--- src/rtl/regfile_pkg.sv ---
// regfile_pkg: shared constants and types for the multi-port register file and its scoreboard.
package regfile_pkg;

  localparam int DEFAULT_XLEN  = 32;
  localparam int DEFAULT_NREGS = 32;
  localparam int DEFAULT_AW    = $clog2(DEFAULT_NREGS);

  typedef logic [DEFAULT_AW-1:0]   reg_addr_t;
  typedef logic [DEFAULT_XLEN-1:0] reg_data_t;

  localparam int        ZERO_REG_ADDR = 0;
  localparam reg_data_t ZERO_REG_DATA = '0;

endpackage

--- src/rtl/regfile_scoreboard.sv ---
// regfile_scoreboard: pending-write busy bits, set by issue and cleared by writeback (set wins),
// with a combinational lookup for each captured read address.
module regfile_scoreboard
  import regfile_pkg::*;
#(
  parameter int NREGS  = DEFAULT_NREGS,
  parameter int NUM_RD = 2,
  parameter int NUM_WR = 1,
  parameter int AW     = $clog2(NREGS)
) (
  input  logic                 clk,
  input  logic                 rst_n,
  input  logic                 iss_en,
  input  logic [AW-1:0]        iss_rd,
  input  logic [NUM_WR-1:0]    wr_en,
  input  logic [NUM_WR*AW-1:0] wr_addr,
  input  logic [NUM_RD*AW-1:0] cap_addr,
  output logic [NUM_RD-1:0]    rs_busy
);

  logic [NREGS-1:0] busy;
  logic [NREGS-1:0] busy_nxt;

  // Clears are applied before the set so a newly issued producer keeps its bit.
  always_comb begin
    busy_nxt = busy;
    for (int w = 0; w < NUM_WR; w++) begin
      if (wr_en[w]) busy_nxt[wr_addr[w*AW +: AW]] = 1'b0;
    end
    if (iss_en) busy_nxt[iss_rd] = 1'b1;
    busy_nxt[ZERO_REG_ADDR] = 1'b0;
  end

  always_ff @(posedge clk or negedge rst_n) begin
    if (!rst_n) busy <= '0;
    else        busy <= busy_nxt;
  end

  always_comb begin
    rs_busy = '0;
    for (int p = 0; p < NUM_RD; p++) begin
      rs_busy[p] = busy[cap_addr[p*AW +: AW]];
    end
  end

endmodule

--- src/rtl/regfile_mp.sv ---
// regfile_mp: multi-port register file, registered reads, x0 hardwired to zero, integrated scoreboard.
// Build option REGFILE_BYPASS_EN: same-cycle write/read of one address returns the new data (write-first).
module regfile_mp
  import regfile_pkg::*;
#(
  parameter int XLEN   = DEFAULT_XLEN,
  parameter int NREGS  = DEFAULT_NREGS,
  parameter int NUM_RD = 2,
  parameter int NUM_WR = 1,
  localparam int AW    = $clog2(NREGS)
) (
  input  logic                   clk,
  input  logic                   rst_n,
  input  logic                   rs_rd_en,
  input  logic [NUM_RD*AW-1:0]   rs_addr,
  output logic [NUM_RD*XLEN-1:0] rs_data,
  output logic [NUM_RD-1:0]      rs_busy,
  input  logic                   iss_en,
  input  logic [AW-1:0]          iss_rd,
  input  logic [NUM_WR-1:0]      wr_en,
  input  logic [NUM_WR*AW-1:0]   wr_addr,
  input  logic [NUM_WR*XLEN-1:0] wr_data
);

  // No valid/ready handshake: every enabled write and every issue is accepted in the cycle it is presented.

  logic [XLEN-1:0] mem [NREGS];
  logic [XLEN-1:0] rd_val [NUM_RD];
  logic [NUM_RD*AW-1:0] cap_addr;

  // Later ports overwrite earlier ones in the loop, so port 1 wins on a shared address.
  always_ff @(posedge clk or negedge rst_n) begin
    if (!rst_n) begin
      for (int i = 0; i < NREGS; i++) mem[i] <= XLEN'(ZERO_REG_DATA);
    end else begin
      for (int w = 0; w < NUM_WR; w++) begin
        if (wr_en[w] && int'(wr_addr[w*AW +: AW]) != ZERO_REG_ADDR)
          mem[wr_addr[w*AW +: AW]] <= wr_data[w*XLEN +: XLEN];
      end
    end
  end

  always_comb begin
    rd_val = '{default: '0};
    for (int p = 0; p < NUM_RD; p++) begin
      rd_val[p] = mem[rs_addr[p*AW +: AW]];
`ifdef REGFILE_BYPASS_EN
      for (int w = 0; w < NUM_WR; w++) begin
        if (wr_en[w] && wr_addr[w*AW +: AW] == rs_addr[p*AW +: AW])
          rd_val[p] = wr_data[w*XLEN +: XLEN];
      end
`endif
      if (int'(rs_addr[p*AW +: AW]) == ZERO_REG_ADDR) rd_val[p] = XLEN'(ZERO_REG_DATA);
    end
  end

  // Captured addresses and data hold while rs_rd_en is low (decode stall).
  always_ff @(posedge clk or negedge rst_n) begin
    if (!rst_n) begin
      cap_addr <= '0;
      rs_data  <= '0;
    end else if (rs_rd_en) begin
      cap_addr <= rs_addr;
      for (int p = 0; p < NUM_RD; p++) rs_data[p*XLEN +: XLEN] <= rd_val[p];
    end
  end

  regfile_scoreboard #(
    .NREGS  (NREGS),
    .NUM_RD (NUM_RD),
    .NUM_WR (NUM_WR),
    .AW     (AW)
  ) u_scoreboard (
    .clk      (clk),
    .rst_n    (rst_n),
    .iss_en   (iss_en),
    .iss_rd   (iss_rd),
    .wr_en    (wr_en),
    .wr_addr  (wr_addr),
    .cap_addr (cap_addr),
    .rs_busy  (rs_busy)
  );

endmodule

--- config.mk ---
export PLATFORM = sky130hd
export DESIGN_NAME = regfile_mp
export DESIGN_NICKNAME = d
export VERILOG_FILES = /design/src/rtl/regfile_pkg.sv /design/src/rtl/regfile_scoreboard.sv /design/src/rtl/regfile_mp.sv
export SDC_FILE = /design/constraint.sdc
export NUM_CORES = 2
export LEC_CHECK = 0
export CAP_MARGIN = 40
export CORE_MARGIN = 5
export CORE_UTILIZATION = 45
export CTS_CLUSTER_DIAMETER = 80
export DETAILED_ROUTE_END_ITERATION = 16
export GPL_TIMING_DRIVEN = 0
export PLACE_DENSITY = 0.69
export SYNTH_ARGS = -nofsm -noshare
export SYNTH_HDL_FRONTEND = slang
export SYNTH_HIERARCHICAL = 1
export SYNTH_SLANG_ARGS = --single-unit
--- constraint.sdc ---
create_clock -name clk -period 2.5 [get_ports clk]
set_clock_uncertainty 0.1 [all_clocks]
set_input_delay 0.25 -clock clk [delete_from_list [all_inputs] [get_ports clk]]
set_output_delay 0.25 -clock clk [all_outputs]
set_load 0.01 [all_outputs]
==> impl_metrics.ini <==
[outcome]
status = finished with violations
violations = negative hold slack, negative setup slack

[grt]
grt_overflow_total = 0
grt_use_total = 0.274
grt_pass1_wl_um = 279000
grt_pass1_vias = 40798
grt_max_degree = 178
antenna_found_initial = 15

[die]
die_area_sq_um = 138000
core_area_sq_um = 130000
initial_utilization = 0.454
die_h_um = 372
die_x_um = 372
row_count = 132
io_pins = 123

[clock_tree]
path_clk_slew_ns = 0.06
clock_path_buffers = 3
insertion_delay_ns = 0.76
cts_tree = done
h-tree-depth = 3
cts_sinks = 1129
cts_buffers = 118
clockRootBuffer = clkbuf_16

[timing]
setup_ws_ns = -0.122
final_hold_viol_count = 231
fin_crit_ns = 2.62
timing.setup.tns_ns = -3.08
min_period_over_period = 1.05
fin_hold_ws_ns = -0.669
finalSetupViolCount = 70
tightestPinTransition_ns = 0.984
slew_headroom = 0.340
max_freq_mhz = 381
slew_viol_final = 0
rsz0062_at_grt = yes

[route]
drt_iter0_markers = 4981
routed_wl_um = 191000
drc = 0
via_per_inst = 6.36
vias = 40548
wl_per_cell_um = 30.0
antenna_left = 0
first_pass_iters = 9

[synth]
synth_top_family_by_area = multiplexers
ys_seq_area_frac = 0.480
yosysWarningCount = 6
synth_cells = 4236
synth_compound_area_frac = 0.0658
synth_nets = 4293
ys_ff_latch = 1129
synthSimpleGateAreaFrac = 0.0220
syn_area_sq_um = 58800
synthAdderAreaFrac = 0
netlist-cell-type-count = 48
synth_edf_count = 0
synth_xor_xnor_area_share = 0
synthMuxAreaShare = 0.397
async_flop_share = 1.00
synth_flop_cell = dfrtp_1
avgSynthCellArea_sq_um = 13.9

[critical_path]
crit_arrival_ns = 2.27
worstSetupStartpoint = cap_addr[0]$_DFFE_PN0P_
rr_startpoint = mem[774]$_DFFE_PN0P_
worstPathMaxFanout = 4
rrSetupSlack_ns = 0.23
crit_path_end = rs_busy[0]
startpoint_type = register
ff2ff_path_depth = 5
path_class = register to primary output
r2r_end = rs_data[38]$_DFFE_PN0P_
worst_ep_required_time_ns = 2.15
end_kind = primary output

[pwr]
power_mw = 52.9
vdd_ir_drop_max_mv = 0.583
power.density_nw_per_um2 = 786
cellLeakagePower_nw = 29.3

[place]
place_ws_ns = -1.51
place_area_sq_um = 62700
gp_congestion = 0.940
hpwl_um = 142000
place.port_buffers = 117

[final_layout]
drive_above_1_share = 0.360
design_area_sq_um = 67300
area_growth_pct = 14.4
finalNetCount = 4590

[worst_hold_path]
hold_path.class = input port to asynchronous set/reset pin

[flow_run]
max_cap_viol_count = 0
## stage by stage
stage                util  hold WS (ns)  cells
CTS                 0.516        -0.650   6363
finish              0.519        -0.669   6376
global placement    0.480         0.361   6095
floorplan               -        -0.146   4236
detailed placement  0.484         0.156   6145
global route        0.519        -0.597   6372
## cells in the mapped netlist, types with 48 or more instances
cell type     n  area, sq um
dfrtp_1    1129        28300
mux2_2      825         9290
mux2i_1     395         3950
mux4_2      330         7430
clkbuf_1    258          968
mux2_1      241         2710
buf_2       127          636
o21ai_0     124          621
nor2_1      123          462
a21oi_1     101          505
o22ai_1      93          582
o211ai_1     63          473
a2111oi_0    62          543
nand2_1      53          199
buf_1        48          180
## sequential cells by signal, indices dropped and copies added, names as in the netlist
name	count
cap_addr	10
u_scoreboard/busy	31
mem	1024
rs_data	64
## power by group
| group | internal, mW | switching, mW | leakage, nW |
|---|---|---|---|
| registers | 21.7 | 2.69 | 14.5 |
| logic | 5.88 | 4.62 | 12.8 |
| clock network | 10.2 | 7.77 | 1.96 |
## cell type report
class                   instances  area [sq um]
clock inverters                49           489
diodes                          7          17.5
clock buffers                 165          3450
plain buffers                 455          2210
multi-input cells            2644         28900
fillers                     10874         62400
well taps                    1742          2180
flip-flops and latches       1129         28300
inverters                       5          18.8
repair buffers                180          1820
## worst min-delay path by stage
| stage | startpoint | to | slack, ns |
|---|---|---|---|
| 2_1_floorplan | rst_n | cap_addr[0]$_DFFE_PN0P_ | -0.15 |
| 3_3_place_gp | mem[994]$_DFFE_PN0P_ | mem[994]$_DFFE_PN0P_ | 0.36 |
| 3_5_place_dp | rst_n | mem[24]$_DFFE_PN0P_ | 0.16 |
| 4_1_cts | rst_n | mem[89]$_DFFE_PN0P_ | -0.65 |
| 5_1_grt | rst_n | mem[89]$_DFFE_PN0P_ | -0.60 |
| 6_report | rst_n | mem[89]$_DFFE_PN0P_ | -0.67 |
## per-layer routing
| metal | wire, um | global-route usage |
|---|---|---|
| met1 | 79300 | 0.383 |
| met2 | 84500 | 0.406 |
| met5 | 87 | 0 |
| met4 | 7460 | 0.105 |
| met3 | 19900 | 0.0795 |
## cell usage in the layout (no fill, tap or decap), types with 15 or more instances in the layout
cell / netlist / final
a2111oi_1: 0 / 15
nand3_1: 16 / 15
buf_6: 12 / 28
clkbuf_1: 258 / 234
nand3b_1: 15 / 15
a2111oi_2: 0 / 18
buf_2: 127 / 110
o21ai_0: 124 / 124
a22oi_1: 34 / 34
clkbuf_16: 0 / 121
mux2_1: 241 / 241
clkinv_2: 0 / 28
o22ai_1: 93 / 88
nor2_1: 123 / 119
a2bb2oi_1: 31 / 29
clkbuf_2: 0 / 51
a221oi_1: 30 / 30
buf_1: 48 / 48
a21oi_1: 101 / 100
buf_4: 13 / 39
mux2i_1: 395 / 395
a2111oi_0: 62 / 29
o22a_1: 30 / 30
mux4_2: 330 / 330
clkbuf_8: 0 / 28
clkdlybuf4s50_1: 0 / 109
nand2_1: 53 / 46
dfrtp_1: 1129 / 1129
mux2_2: 825 / 825
o211ai_1: 63 / 63
## critical path, stage by stage (launching register included)
cell	delay [ns]
dfrtp_1	0.36
buf_6	0.13
mux4_2	0.48
nand2b_4	0.15
o211ai_1	0.10
nand4_1	0.13
buf_2	0.17
## repair_timing
item,4_1_cts,5_1_grt
hold buffers,1,2
endpoints found under the hold margin,163,131
setup endpoints to repair,646,794
buffers inserted,5,4
pin swaps,4,3
gates resized for setup,104,125
gates cloned,0,1
## logic make-up after synthesis
| group | Yosys count |
|---|---|
| and+or+nand+nor | 273 |
| buffers and inverters | 463 |
| muxes | 1791 |
| DFF | 1129 |
| AOI/OAI and AO/OA | 580 |
(Power assumes the default switching activity.)
